### src/rtl/gpr_writeback.sv
// gpr_writeback: merges ALU and LSU results into one registered GPR write per cycle and keeps
// a per-register busy scoreboard. Define GPR_WB_EARLY_CLEAR_EN to clear busy on the write-load edge.
`ifndef GPR_BITS
`define GPR_BITS 32
`endif
`ifndef GPR_ID_BITS
`define GPR_ID_BITS 5
`endif
`ifndef GPR_NUM
`define GPR_NUM 32
`endif

module gpr_writeback #(
  parameter int unsigned XLEN  = `GPR_BITS,
  parameter int unsigned ID_W  = `GPR_ID_BITS,
  parameter int unsigned NREGS = `GPR_NUM
) (
  input  logic            clk,
  input  logic            rst_n,
  input  logic            issue_valid,
  input  logic [ID_W-1:0] issue_rd,
  input  logic            alu_valid,
  input  logic [ID_W-1:0] alu_rd,
  input  logic [XLEN-1:0] alu_val,
  input  logic            lsu_valid,
  output logic            lsu_ready,
  input  logic [ID_W-1:0] lsu_rd,
  input  logic [XLEN-1:0] lsu_val,
  output logic            gpr_we,
  output logic [ID_W-1:0] gpr_write_id,
  output logic [XLEN-1:0] gpr_write_val,
  input  logic [ID_W-1:0] hz_id1,
  input  logic [ID_W-1:0] hz_id2,
  output logic            hz_busy1,
  output logic            hz_busy2
);
  localparam int unsigned NIDS = 2 ** ID_W;

  logic            buf_valid;
  logic [ID_W-1:0] buf_rd;
  logic [XLEN-1:0] buf_val;
  logic [NIDS-1:0] busy, busy_d;
  logic            lsu_hs;
  logic            we_d;
  logic [ID_W-1:0] id_d;
  logic [XLEN-1:0] val_d;
  logic            buf_load, buf_drain;
  logic            clr_en;
  logic [ID_W-1:0] clr_id;

  assign lsu_ready = !buf_valid;
  assign lsu_hs    = lsu_valid && lsu_ready;

  // ALU first, then the skid buffer, then a direct LSU handshake; rd=0 results vanish.
  always_comb begin
    we_d      = 1'b0;
    id_d      = gpr_write_id;
    val_d     = gpr_write_val;
    buf_load  = 1'b0;
    buf_drain = 1'b0;
    if (alu_valid) begin
      if (alu_rd != '0) begin
        we_d  = 1'b1;
        id_d  = alu_rd;
        val_d = alu_val;
      end
      buf_load = lsu_hs && (lsu_rd != '0);
    end else if (buf_valid) begin
      we_d      = 1'b1;
      id_d      = buf_rd;
      val_d     = buf_val;
      buf_drain = 1'b1;
    end else if (lsu_hs && (lsu_rd != '0)) begin
      we_d  = 1'b1;
      id_d  = lsu_rd;
      val_d = lsu_val;
    end
  end

`ifdef GPR_WB_EARLY_CLEAR_EN
  assign clr_en = we_d;
  assign clr_id = id_d;
`else
  assign clr_en = gpr_we;
  assign clr_id = gpr_write_id;
`endif

  // Set is applied after clear so a same-edge issue keeps the register busy.
  always_comb begin
    busy_d = busy;
    if (clr_en) busy_d[clr_id] = 1'b0;
    if (issue_valid && (issue_rd != '0) && (32'(issue_rd) < NREGS)) busy_d[issue_rd] = 1'b1;
  end

  always_ff @(posedge clk or negedge rst_n) begin
    if (!rst_n) begin
      gpr_we        <= 1'b0;
      gpr_write_id  <= '0;
      gpr_write_val <= '0;
      buf_valid     <= 1'b0;
      buf_rd        <= '0;
      buf_val       <= '0;
      busy          <= '0;
    end else begin
      gpr_we        <= we_d;
      gpr_write_id  <= id_d;
      gpr_write_val <= val_d;
      busy          <= busy_d;
      if (buf_load) begin
        buf_valid <= 1'b1;
        buf_rd    <= lsu_rd;
        buf_val   <= lsu_val;
      end else if (buf_drain) begin
        buf_valid <= 1'b0;
      end
    end
  end

  assign hz_busy1 = busy[hz_id1] && (hz_id1 != '0);
  assign hz_busy2 = busy[hz_id2] && (hz_id2 != '0);

endmodule

### config.mk
export PLATFORM = sky130hd
export DESIGN_NAME = gpr_writeback
export DESIGN_NICKNAME = d
export VERILOG_FILES = /design/src/rtl/gpr_writeback.sv
export SDC_FILE = /design/constraint.sdc
export NUM_CORES = 1
export LEC_CHECK = 0
export BUFFER_PORTS_ARGS = -buffer_cell sky130_fd_sc_hd__buf_4
export CORE_MARGIN = 1.5
export CORE_UTILIZATION = 40
export CTS_BUF_LIST = sky130_fd_sc_hd__clkbuf_4 sky130_fd_sc_hd__clkbuf_8
export DETAILED_ROUTE_END_ITERATION = 8
export PLACE_DENSITY = 0.64
export SKIP_LAST_GASP = 1
export SYNTH_ARGS = -nofsm -noshare
export SYNTH_HDL_FRONTEND = slang
export SYNTH_SLANG_ARGS = --single-unit
### constraint.sdc
create_clock -name clk -period 2.3 [get_ports clk]
set_clock_uncertainty 0.1 [all_clocks]
set_input_delay 0.115 -clock clk [delete_from_list [all_inputs] [get_ports clk]]
set_output_delay 0.115 -clock clk [all_outputs]
set_load 0.01 [all_outputs]
After elaboration in Yosys (flattened, before gate mapping)
Cells that the tools add are included.
- bits of input ports: 94
- logic and storage cells: 60
- register bits after elaboration: 108
- equality and inequality tests: 1
- bitwise operators: 3
- order comparisons: 6
- reductions and logical operators: 16
- multiplexer cells: 27
- operator list (cell ; count):
    $mux 32 ; 6
    $and 32x32->32 ; 1
    $not 32->32 ; 1
    $or 32x32->32 ; 1
    $reduce_bool 5->1 ; 5
    $lt 5x6->1 const B ; 4
    $mux 5 ; 4
    $mux 1 ; 13
    $bmux 1 s5 ; 2
    $demux 1 s5 ; 2
    $ge 5x1->1 const B ; 2
    $logic_and 1x1->1 ; 7
    $reduce_bool 3->1 ; 1
    $ne 2x1->1 const B ; 1
    $reduce_and 2->1 ; 1
    $reduce_bool 2->1 ; 1
    $logic_not 1->1 ; 1

Longest topological paths before layout
- depth after elaboration: 9
- gate-level depth with buffers: 6
- gate-level depth less buffers: 4

Worst setup path before layout
OpenSTA, ideal clock, no wires.
- path kind: input to register
- start point: input lsu_rd[1]
- end point: register buf_rd[0]
- arrival: 1.514 ns
- path slack: 0.561 ns
- library setup time: 0.125 ns
- path buffers: 2
- stages: 6
- cells stage by stage: or4_4 -> o21ai_2 -> nand3b_1 -> buf_6 -> buf_12 -> mux2_4
- longest elaborated chain between the ends: 3
- ends and longest elaborated chain (element ; RTL line ; RTL):
    from (decl) ; 27 ; input logic [ID_W-1:0] lsu_rd,
    $reduce_bool 5->1 ; 67 ; buf_load = lsu_hs && (lsu_rd != '0);
    $logic_and 1x1->1 ; 67 ;
    $mux 1 ; 61 ; if (alu_valid) begin
    to (signal assigned) ; 111 ; buf_rd <= lsu_rd;
    to (decl) ; 40 ; logic [ID_W-1:0] buf_rd;
No other way between the ends.
A chain may end at the register's enable or synchronous reset.

Worst setup path in the final report
- start point: input lsu_rd[1]
- end point: register buf_val[1]
- longest elaborated chain between the ends: 3
- ends and longest elaborated chain (element ; RTL line ; RTL):
    $reduce_bool 5->1 ; 67 ;
    $logic_and 1x1->1 ; 67 ;
    $mux 1 ; 61 ;
    to (signal assigned) ; 112 ; buf_val <= lsu_val;
    to (decl) ; 41 ; logic [XLEN-1:0] buf_val;
No other way between the ends.

==> impl_metrics.py <==
metrics = {
    "sta": {
        "rsz0062_at_grt": "no",
        "slew_viol_final": 0,
        "hold_viol": 0,
        "finalCritPeriodShare_pct": 98.25,
        "worstMarginPinSlew_ns": 0.5800,
        "fin_crit_ns": 2.260,
        "maxSlewHeadroom_pct": 61.34,
        "setup_viol": 0,
        "fin_ws_ns": 0.04030,
        "fin_tns_setup_ns": 0,
        "fmax_mhz": 442.5,
    },
    "power_and_ir_drop": {
        "power.total_mw": 5.503,
        "power_density_nw_per_um2": 707.1,
        "vdd_drop_max_mv": 0.4041,
        "leakagePower_nw": 3.566,
    },
    "setup_path": {
        "critical_path_buf_inv_count": 3,
        "r2r-start": "buf_valid$_DFFE_PN0P_",
        "path_delay_family": "buffers and inverters",
        "cp_cell_sequence": "dlygate4sd3_1 > buf_4 > or4_4 > o21ai_2 > nand3b_1 > buf_12 > mux2_2",
        "r2r_cells": 4,
        "required_ns": 2.47,
        "crit_slowest_cell": "dlygate4sd3_1",
        "crit_path_start_kind": "input pin",
        "end_kind": "flip-flop",
        "critPathMaxStageDelay_ns": 0.55,
        "r2r_end": "gpr_write_id[0]$_DFFE_PN0P_",
        "crit_fanout": 37,
        "path_class": "input pin to flip-flop",
        "r2r_slack_ns": 0.47,
        "critPathArrivalTime_ns": 2.43,
    },
    "synth": {
        "yosys_register_bits": 107,
        "ys_seq_area_share_pct": 46.62,
        "synth_fp_nets": 585,
        "yosysUniqueCellTypes": 35,
        "postSynthCellCount": 491,
        "yosysWarningCount": 0,
        "synth.avg_cell_area_um2": 11.70,
        "syn_area_um2": 5743,
    },
    "layout": {
        "final_common_cell": "buf_4",
        "drive_gt1_share_pct": 35.79,
        "area_growth_syn_to_layout_pct": 35.51,
        "antenna_cells": 0,
        "final_core_util_pct": 55.85,
        "final_area_um2": 7782,
        "final_cell_mix": "buf_4 (141), dfrtp_1 (106), o21ai_0 (98)",
        "layout.nets": 784,
    },
    "route": {
        "vias": 4616,
        "ant_nets": 0,
        "dr.pass1.iters": 4,
        "m1WireLength_um": 6548,
        "dr.max_layer_used": "met4",
        "avgViaCountPerCell": 5.288,
        "routed_wl_um": 15610,
        "routedWlPerCell_um": 17.89,
        "met2WireLength_um": 7867,
        "wl_met3_um": 954,
        "drt_iter0_drc": 232,
        "drc": 0,
    },
    "place": {
        "gp_congestion": 0.8393,
        "dp_slack_ns": 0.2290,
        "placed_cell_area_um2": 6870,
        "port_buffers": 134,
        "dp_hpwl_um": 10470,
    },
    "cts": {
        "clk_latency_ns": 0.37,
        "cts_buffers": 9,
        "cts_setup_buffers": 0,
        "cts_sinks": 107,
        "cts.reportedPaths.clkPinSlew_ns": 0.10,
        "cts-root-to-sink-buffers": 2,
        "h-tree-depth": 3,
        "clockRootBuffer": "clkbuf_8",
        "cts_tree": "yes",
    },
    "floorplanning": {
        "initial_core_util_pct": 41.21,
        "fp.dieH_um": 122.8,
        "dieArea_um2": 15080,
        "io_pins": 135,
        "coreArea_um2": 13930,
        "rows": 43,
        "die_w_um": 122.8,
    },
    "global_routing": {
        "grt_pass1_wl_um": 24900,
        "antenna_found_initial": 0,
        "grt_pass1_vias": 4932,
        "overflow": 0,
        "grt_max_degree": 64,
        "track_usage_pct": 21.39,
    },
    "hold_path": {
        "hold_class": "input pin to flip-flop",
        "hold_depth": 3,
        "min_to": "gpr_write_id[0]$_DFFE_PN0P_",
        "hp-start": "alu_rd[0]",
    },
    "run_status": {
        "status": "completed",
    },
    "flow_run": {
        "drv_cap": 0,
    },
}
worst max-delay path by stage:
stage                     slack (ns)      start                      end  cells after the start
after floorplan                 0.56  lsu_rd[1]    buf_rd[0]$_DFFE_PN0P_                      6
after global placement          0.27  lsu_rd[1]   buf_val[3]$_DFFE_PN0P_                      6
after detailed placement        0.23  lsu_rd[1]   buf_val[3]$_DFFE_PN0P_                      6
after CTS                       0.09  lsu_rd[1]  buf_val[31]$_DFFE_PN0P_                      7
after global routing           0.008  lsu_rd[1]   buf_val[1]$_DFFE_PN0P_                      7
final                           0.04  lsu_rd[1]   buf_val[1]$_DFFE_PN0P_                      7
what timing repair did:
item                                   CTS  global route
gates resized for setup                  0             0
endpoints found under the hold margin  116             0
hold buffers                            75             0
metrics by stage:
stage,instances,hold WS [ns]
6_report,873,0.03430
5_1_grt,873,0.01674
4_1_cts,873,0.008331
3_5_place_dp,784,0.04565
3_3_place_gp,784,0.03885
2_1_floorplan,491,-0.2806
worst min-delay path, stage by stage:
cell	delay, ns
buf_4	0.09
mux2_2	0.14
mux2_2	0.13
metal layers:
layer	vias up	GRT usage, %
met3	18	5.437
met5	-	0
met1	2266	26.84
li1	2171	-
met2	161	36.11
met4	0	6.686
synth_stat cells:
master | n | share of area (%)
mux2i_1 | 53 | 9.2
dfrtp_1 | 107 | 47
or4b_1 | 1 | 0.17
buf_1 | 2 | 0.13
a21oi_2 | 1 | 0.15
or4_4 | 1 | 0.20
a22oi_1 | 4 | 0.52
mux4_2 | 6 | 2.4
o211ai_1 | 2 | 0.26
mux2_4 | 49 | 13
nor2_1 | 10 | 0.65
buf_6 | 2 | 0.39
mux2_2 | 28 | 5.5
or3_1 | 2 | 0.22
nand4b_1 | 2 | 0.31
o21ai_0 | 98 | 8.5
nor3_1 | 1 | 0.087
buf_2 | 5 | 0.44
a21oi_1 | 4 | 0.35
o22a_1 | 1 | 0.15
clkbuf_1 | 16 | 1.0
a2bb2oi_1 | 1 | 0.15
buf_8 | 2 | 0.52
nand2b_1 | 4 | 0.44
nand3_1 | 10 | 0.87
nor2b_1 | 8 | 0.87
nand3b_1 | 11 | 1.4
a21boi_0 | 1 | 0.13
inv_1 | 2 | 0.13
or3b_2 | 4 | 0.61
a2111oi_0 | 2 | 0.31
a211oi_1 | 2 | 0.26
nand2_1 | 45 | 2.9
o21ai_2 | 1 | 0.15
buf_12 | 3 | 1.0
state kept, by name (all words and copies together), names as in the netlist:
register,cells
busy,31
buf_valid,1
buf_rd,5
gpr_we,1
buf_val,32
gpr_write_id,5
gpr_write_val,32
final cells by class:
type	count	area, µm²
Fill cell	1157	6152
Multi-Input combinational cell	352	2860
Sequential cell	107	2679
Timing Repair Buffer	218	1849
Tap cell	180	225.2
Clock buffer	12	146.4
Clock inverter	2	15.01
Inverter	2	7.507
report_power, final:
part           total [mW]  leakage (nW)  internal (mW)  switching (mW)
Clock                1.05        0.0788          0.420           0.625
Sequential           2.75          1.26           2.38           0.375
Combinational        1.70          2.23          0.992           0.713
Total                5.50          3.57           3.79            1.71
kinds of logic after synthesis:
| group | Yosys count | synth area share (%) |
|---|---|---|
| flops | 107 | 46.62 |
| mux | 136 | 29.89 |
| simple gates | 99 | 8.802 |
| buf+inv | 32 | 3.704 |
| compound gates | 117 | 10.98 |
(Power assumes the default switching activity.)
